<file path="src/rtl/cpu_defs_pkg.sv">
// cpu_defs_pkg: opcodes, sequencer state encoding and instruction classes for the control unit.
package cpu_defs_pkg;
  localparam logic [4:0] OP_LD   = 5'd0;
  localparam logic [4:0] OP_LDI  = 5'd1;
  localparam logic [4:0] OP_ST   = 5'd2;
  localparam logic [4:0] OP_ADD  = 5'd3;
  localparam logic [4:0] OP_SUB  = 5'd4;
  localparam logic [4:0] OP_AND  = 5'd5;
  localparam logic [4:0] OP_OR   = 5'd6;
  localparam logic [4:0] OP_SHR  = 5'd7;
  localparam logic [4:0] OP_SHL  = 5'd8;
  localparam logic [4:0] OP_ROR  = 5'd9;
  localparam logic [4:0] OP_ROL  = 5'd10;
  localparam logic [4:0] OP_MUL  = 5'd15;
  localparam logic [4:0] OP_DIV  = 5'd16;
  localparam logic [4:0] OP_BR   = 5'd18;
  localparam logic [4:0] OP_NOP  = 5'd24;
  localparam logic [4:0] OP_HALT = 5'd25;
  localparam logic [3:0] S_RESET = 4'd0;
  localparam logic [3:0] S_T0    = 4'd1;
  localparam logic [3:0] S_T1    = 4'd2;
  localparam logic [3:0] S_T2    = 4'd3;
  localparam logic [3:0] S_T3    = 4'd4;
  localparam logic [3:0] S_T4    = 4'd5;
  localparam logic [3:0] S_T5    = 4'd6;
  localparam logic [3:0] S_T6    = 4'd7;
  localparam logic [3:0] S_T7    = 4'd8;
  localparam logic [3:0] S_HALT  = 4'd9;
  typedef enum logic [2:0] {
    CL_ALU,
    CL_MULDIV,
    CL_LD,
    CL_LDI,
    CL_ST,
    CL_BR,
    CL_NOP,
    CL_HALT
  } instr_class_t;
endpackage

</file>
<file path="src/rtl/instr_class_decode.sv">
// instr_class_decode: maps an opcode onto the execute sequence it needs; unknown opcodes behave as nop.
module instr_class_decode
  import cpu_defs_pkg::*;
(
  input  logic [4:0]   opcode,
  output instr_class_t cls
);
  assign cls = (opcode >= OP_ADD && opcode <= OP_ROL)   ? CL_ALU    :
               (opcode == OP_MUL || opcode == OP_DIV)   ? CL_MULDIV :
               (opcode == OP_LD)                        ? CL_LD     :
               (opcode == OP_LDI)                       ? CL_LDI    :
               (opcode == OP_ST)                        ? CL_ST     :
               (opcode == OP_BR)                        ? CL_BR     :
               (opcode == OP_HALT)                      ? CL_HALT   : CL_NOP;
endmodule

</file>
<file path="src/rtl/control_sequencer.sv">
// control_sequencer: multi-cycle hardwired T-state control unit for the single-bus datapath.
module control_sequencer
  import cpu_defs_pkg::*;
#(
  parameter int OPW = 5
) (
  input  logic           clk,
  input  logic           clr,
  input  logic [31:0]    ir,
  input  logic           con_ff,
  input  logic           mem_ready,
  input  logic           stop,
  output logic           pc_out,
  output logic           zhigh_out,
  output logic           zlow_out,
  output logic           mdr_out,
  output logic           c_out,
  output logic           ba_out,
  output logic           gra,
  output logic           grb,
  output logic           grc,
  output logic           r_in,
  output logic           r_out,
  output logic           pc_in,
  output logic           mar_in,
  output logic           mdr_in,
  output logic           ir_in,
  output logic           y_in,
  output logic           hi_in,
  output logic           lo_in,
  output logic           zhi_in,
  output logic           zlo_in,
  output logic           con_in,
  output logic           inc_pc,
  output logic           read,
  output logic           write,
  output logic [OPW-1:0] operation,
  output logic           run
);
  logic [3:0]   state, nxt;
  instr_class_t cls;
  logic         unused_ir;
  assign unused_ir = ^ir[31-OPW:0];
  instr_class_decode u_decode (
    .opcode(ir[31:27]),
    .cls   (cls)
  );
  always_comb begin
    nxt = state;
    case (state)
      S_RESET: nxt = S_T0;
      S_T0:    nxt = S_T1;
      S_T1:    nxt = mem_ready ? S_T2 : S_T1;
      S_T2:    nxt = cls == CL_HALT ? S_HALT : cls == CL_NOP ? S_T0 : S_T3;
      S_T3:    nxt = S_T4;
      S_T4:    nxt = S_T5;
      S_T5:    nxt = (cls == CL_ALU || cls == CL_LDI) ? S_T0 : S_T6;
      S_T6:    nxt = cls == CL_LD ? (mem_ready ? S_T7 : S_T6) : cls == CL_ST ? S_T7 : S_T0;
      S_T7:    nxt = (cls == CL_ST && !mem_ready) ? S_T7 : S_T0;
      default: nxt = S_HALT;
    endcase
    // the only way into T0 is an instruction boundary, so stop is honoured here
    if (nxt == S_T0 && stop) nxt = S_HALT;
  end
  always_ff @(posedge clk)
    state <= clr ? S_RESET : nxt;
  assign run = state != S_RESET && state != S_HALT;
  always_comb begin
    {pc_out, zhigh_out, zlow_out, mdr_out, c_out, ba_out} = '0;
    {gra, grb, grc, r_in, r_out} = '0;
    {pc_in, mar_in, mdr_in, ir_in, y_in, hi_in, lo_in, zhi_in, zlo_in, con_in} = '0;
    {inc_pc, read, write} = '0;
    operation = '0;
    case (state)
      S_T0: {pc_out, mar_in, inc_pc, zlo_in} = '1;
      S_T1: {zlow_out, pc_in, read, mdr_in} = '1;
      S_T2: {mdr_out, ir_in} = '1;
      S_T3: case (cls)
        CL_ALU:              {grb, r_out, y_in} = '1;
        CL_MULDIV:           {gra, r_out, y_in} = '1;
        CL_LD, CL_LDI, CL_ST: {grb, ba_out, y_in} = '1;
        CL_BR:               {gra, r_out, con_in} = '1;
        default: ;
      endcase
      S_T4: case (cls)
        CL_ALU: begin
          {grc, r_out, zlo_in} = '1;
          operation = ir[31 -: OPW];
        end
        CL_MULDIV: begin
          {grb, r_out, zlo_in, zhi_in} = '1;
          operation = ir[31 -: OPW];
        end
        CL_LD, CL_LDI, CL_ST: begin
          {c_out, zlo_in} = '1;
          operation = OPW'(OP_ADD);
        end
        CL_BR: {pc_out, y_in} = '1;
        default: ;
      endcase
      S_T5: case (cls)
        CL_ALU, CL_LDI: {zlow_out, gra, r_in} = '1;
        CL_MULDIV:      {zlow_out, lo_in} = '1;
        CL_LD, CL_ST:   {zlow_out, mar_in} = '1;
        CL_BR: begin
          {c_out, zlo_in} = '1;
          operation = OPW'(OP_ADD);
        end
        default: ;
      endcase
      S_T6: case (cls)
        CL_MULDIV: {zhigh_out, hi_in} = '1;
        CL_LD:     {read, mdr_in} = '1;
        CL_ST:     {gra, r_out, mdr_in} = '1;
        CL_BR:     {zlow_out, pc_in} = {2{con_ff}};
        default: ;
      endcase
      S_T7: case (cls)
        CL_LD:   {mdr_out, gra, r_in} = '1;
        CL_ST:   write = 1'b1;
        default: ;
      endcase
      default: ;
    endcase
  end
endmodule

</file>
<file path="config.mk">
export PLATFORM = sky130hd
export DESIGN_NAME = control_sequencer
export DESIGN_NICKNAME = d
export VERILOG_FILES = /design/src/rtl/cpu_defs_pkg.sv /design/src/rtl/instr_class_decode.sv /design/src/rtl/control_sequencer.sv
export SDC_FILE = /design/constraint.sdc
export NUM_CORES = 1
export LEC_CHECK = 0
export ABC_AREA = 1
export BUFFER_PORTS_ARGS = -buffer_cell sky130_fd_sc_hd__clkbuf_2
export CORE_UTILIZATION = 35
export CTS_CLUSTER_SIZE = 30
export DETAILED_ROUTE_END_ITERATION = 6
export PLACE_DENSITY = 0.79
export SETUP_SLACK_MARGIN = 0.15
export SKIP_CTS_REPAIR_TIMING = 1
export SLEW_MARGIN = 20
export SYNTH_ARGS = -nofsm -noshare
export SYNTH_HDL_FRONTEND = slang
export SYNTH_SLANG_ARGS = --single-unit
</file>
<file path="constraint.sdc">
create_clock -name clk -period 1.9 [get_ports clk]
set_clock_uncertainty 0.05 [all_clocks]
set_input_delay 0.19 -clock clk [delete_from_list [all_inputs] [get_ports clk]]
set_output_delay 0.19 -clock clk [all_outputs]
set_load 0.01 [all_outputs]
</file>
# Word-level counts from Yosys, hierarchy flattened
# Cells that the tools add are included.
[op_classes]
magnitude_cmp = 2
n_eq_ne = 23
n_mux = 57
n_reduce_logical = 20
[ops]
columns = ["operator", "count"]
rows = [
  ["one-hot mux 4 bit (9 select lines)", 1],
  ["two-way mux 1 bit", 25],
  ["two-way mux 3 bit", 8],
  ["two-way mux 4 bit", 6],
  ["one-hot mux 1 bit (2 select lines)", 10],
  ["one-hot mux 5 bit (2 select lines)", 2],
  ["equality test 4 x 3 -> 1 bit, second input constant", 4],
  ["equality test 5 bit, second input constant", 3],
  ["equality test 3 bit, second input constant", 4],
  ["OR reduction 2 bit", 5],
  ["one-hot mux 1 bit (3 select lines)", 3],
  ["equality test 4 x 1 -> 1 bit, second input constant", 2],
  ["equality test 4 x 2 -> 1 bit, second input constant", 2],
  ["equality test 3 x 2 -> 1 bit, second input constant", 2],
  ["OR reduction 3 bit", 2],
  ["equality test 5 x 1 -> 1 bit, second input constant", 1],
  ["equality test 5 x 2 -> 1 bit, second input constant", 1],
  ["equality test 5 x 4 -> 1 bit, second input constant", 1],
  [">= comparator 5 x 2 -> 1 bit, second input constant", 1],
  ["less-or-equal comparator 5 x 4 -> 1 bit, second input constant", 1],
  ["zero test 5 bit", 1],
  ["OR reduction 5 bit", 1],
  ["equality test 4 bit, second input constant", 1],
  ["logical AND 1 bit", 4],
  ["other kinds (10)", 11],
]
[totals]
ff_bits = 4
inputBits = 37
output_inout_bits = 30
word_cells = 104

# Logic depth before layout (Yosys ltp)
[logic_depth]
depth_word = 15
mapped_depth = 13
ltp_nobuf = 13

# By module
# From an unflattened synthesis, not the netlist that was laid out.
[hier_totals]
cells_unflattened = 174
area_unflattened_um2 = 850.8
[modules_own_cells]
columns = ["module", "instances", "cells_per_inst", "area_each_um2", "seq_area_each_um2"]
rows = [
  ["control_sequencer", 1, 142, 716.9, 80.1],
  ["instr_class_decode", 1, 32, 133.9, 0.0],
]

# Worst setup path after synthesis
# No wires, ideal clock.
[synth_timing]
kind = "register to output"
startpoint = "register state[0]"
endpoint = "output operation[1]"
arrival_time_ns = 1.228
required_time_ns = 1.660
path_slack_ns = 0.432
path_stages_with_launch = 7
cell_sequence = "dfxtp_1 > inv_1 > nor2_1 > nand2_1 > inv_1 > nand2_1 > o21ai_0"
[synth_between]
elab_chain_len = 2
[synth_rtl]
columns = ["element", "line_no", "rtl"]
rows = [
  ["start: declaration", "control_sequencer.sv:40", "logic [3:0] state, nxt;"],
  ["start signal: assignment", "control_sequencer.sv:66", "state <= clr ? S_RESET : nxt;"],
  ["equality test 4 x 3 -> 1 bit", "control_sequencer.sv:74", "case (state)"],
  ["one-hot mux 5 bit (2 select lines) *", "control_sequencer.sv:74", ""],
  ["end: declaration", "control_sequencer.sv:37", "output logic [OPW-1:0] operation,"],
]
# Every way passes the cells marked *; elsewhere a longest branch is shown, timed or not.

# Worst setup path in the final report
[layout_timing]
startpoint = "register state[2]"
endpoint = "output gra"
[layout_between]
elab_chain_len = 2
[layout_rtl]
columns = ["element", "line_no", "rtl"]
rows = [
  ["equality test 4 bit or equality test 4 x 3 -> 1 bit (tied branches)", "control_sequencer.sv:74", ""],
  ["one-hot mux 1 bit (4 select lines) *", "control_sequencer.sv:74", ""],
  ["end: declaration", "control_sequencer.sv:19", "output logic gra,"],
]
# Marks and branches as above.

==> reports/metrics.yaml <==
power_and_ir_drop:
  vdd_drop_max_v: 0.0006632
  power.leakage_uw: 0.0007433
  finalPower_uw: 963.3
  powerDensity_nw_per_um2: 817.3
sta:
  finalSetupTns_ps: 0
  rsz0062_at_grt: "yes"
  finalSetupViolations: 0
  slew_headroom: 0.8050
  min_period_over_period: 0.9123
  hold_slack_ps: 76.46
  worst_pin_slew_ps: 290.0
  slew_viol_final: 0
  fmax_ghz: 0.5769
  final_hold_viol_count: 0
  fin_crit_ps: 1733
final_layout:
  nFillCells: 241
  area_delta_synth_final_pct: 40.39
  regMostFlops: "state"
  largest_reg_flops: 4
  reg.largest.list: "state (4)"
  fin_nets: 247
  diodes: 0
  fin_util: 0.5277
  drive_gt1_frac: 0.4183
cts:
  cts_sinks: 4
  clk_pin_slew_worst_paths_ps: 30
  cts_tree: "yes"
  cts_buffers: 3
  h-tree-depth: 1
  clk_latency_ps: 230
  cts_buffer_depth: 2
  cts_root_buffer: "clkbuf_4"
drt:
  wl_per_cell_um: 10.43
  drt_first_iter_violations: 27
  drt_pass1_iterations: 4
  post_drt_via_cell_ratio: 4.915
  vias: 1160
  finalWirelength_um: 2462
  drt_drc_violations_left: 0
  postRouteAntennaNets: 0
critical_path:
  crit_family: "simple AND/OR/NAND/NOR gates"
  critPathKind: "reg2out"
  crit_fanout: 4
  crit_top_cell: "inv_2"
  required_ps: 1660
  startpoint_type: "register"
  crit_path_top_delay_cell: "dfxtp_2"
  cp-end-kind: "output pin"
  cpPeakStageDelay_ps: 350
  critPathBufInv: 4
  arrival_ps: 1490
  path_cells: "inv_2 > nor2_4 > inv_2 > nor2_4 > inv_2 > or2_4 > nand4_1 > buf_2"
grt:
  antenna_found_initial: 0
  grt_start_max_net_pins: 9
  overflow: 0
  grt_pass1_vias: 986
  grt_usage: 0.1926
  grt_pass1_wl_um: 3933
synthesis:
  yosysWarnings: 0
  synth_nets: 198
  synth.avg_cell_area_sq_um: 5.215
  syn_inst: 161
  synth.distinct_cells: 25
  ys_seq_elements: 4
  synth-seq-area-share: 0.09538
  synthesis.area_sq_um: 839.6
floorplanning:
  start_util: 0.3759
  io_pins: 67
  core_sq_um: 2233
  die_width_um: 50.98
  dieArea_sq_um: 2598
  fp.dieH_um: 50.98
  rows: 17
run:
  cap_violations: 0
placed_design:
  hpwl_um: 2029
  portBuffers: 39
  routabilityCongestion: 0.8690
min_path:
  hold_path.class: "in2reg"
status:
  status: "completed"
[worst reg2reg max path, cell delays in order, from the launching register on]
cell and delay, ps:
dfxtp_2 350, inv_2 70, nor2_4 140, inv_2 70, nor2_4 130, inv_2 60
buf_4 130, nor2_1 90, nor2_1 50, nand3_1 100, nand2_1 70, nor2_2 90
nand2_2 70, nand3_1 80, inv_1 40
[routing by layer]
metal	part of all wire	track usage	wire length [um]	vias to the layer above
met5	0	0	0	-
met2	0.47	0.3311	1162	47
met3	0.066	0.02083	163	2
met4	0.0016	0.05093	4	0
li1	-	-	-	606
met1	0.46	0.2513	1132	505
[logic make-up after synthesis]
family	Yosys count	share of synthesized area
simple gates	101	0.6036
buf+inv	39	0.1788
compound gates	17	0.1222
flops	4	0.09538
[final cells by class]
cell class	instances	area [sq um]	share of cell area
clock buffer	3	22.52	0.01911
timing repair buffer	45	240.2	0.2038
tap	28	35.03	0.02972
sequential	4	85.08	0.07219
multi-input combinational	118	653.1	0.5541
inverter	38	142.6	0.1210
[placed cells by master (no fill, tap or decap), types with 4 or more instances in the layout]
master	instances
o21ai_0	4
nand2_1	32
clkbuf_2	33
inv_2	6
buf_2	6
nand2_2	7
nand4_1	7
nand3_2	4
nand3_1	11
nor2_2	8
inv_1	31
nor2_4	5
buf_4	6
nor2_1	23
dfxtp_2	4
[stage by stage]
step           worst slack (ps)  instances  area, sq um
6_report                  166.7        236         1179
4_1_cts                   5.025        231         1092
3_3_place_gp              200.3        228         1070
2_1_floorplan             432.4        161        839.6
3_5_place_dp              179.3        228         1070
5_1_grt                   48.83        236         1179
[report_power, final]
part / internal, uW / switching (uW) / total (uW) / leakage [uW]
clock: 70.5 / 32.8 / 103 / 0.0000138
combinational: 254 / 419 / 673 / 0.000695
sequential: 123 / 63.6 / 187 / 0.0000344
[cells in the mapped netlist]
| library cell | count | area share |
|---|---|---|
| inv_1 | 35 | 0.16 |
| nand2_1 | 34 | 0.15 |
| nor2_1 | 29 | 0.13 |
| nand3_1 | 12 | 0.072 |
| nand4_1 | 7 | 0.052 |
| o21ai_0 | 7 | 0.042 |
| nand2_2 | 5 | 0.037 |
| dfxtp_1 | 4 | 0.095 |
| nor2_4 | 4 | 0.054 |
| nand3_2 | 3 | 0.036 |
| nor2_2 | 3 | 0.022 |
| o22ai_1 | 3 | 0.022 |
| a21oi_1 | 2 | 0.012 |
| inv_2 | 2 | 0.0089 |
| a21boi_0 | 1 | 0.0089 |
| a21oi_2 | 1 | 0.010 |
| a31oi_1 | 1 | 0.0075 |
| buf_4 | 1 | 0.0089 |
| clkinv_1 | 1 | 0.0045 |
| nand3_4 | 1 | 0.021 |
| nand4_2 | 1 | 0.015 |
| nor3_1 | 1 | 0.0060 |
| o21bai_1 | 1 | 0.0089 |
| o221ai_1 | 1 | 0.010 |
| or2_2 | 1 | 0.0075 |
[final timing paths]
check | start | endpoint | slack, ps | cells after the start
min reg2reg | state[0] | state[1] | 690 | 5
min | clr | state[3] | 80 | 2
max reg2reg | state[2] | state[2] | 220 | 14
max | state[2] | gra | 170 | 8
No activity file was read; power rests on OpenSTA's default activity.
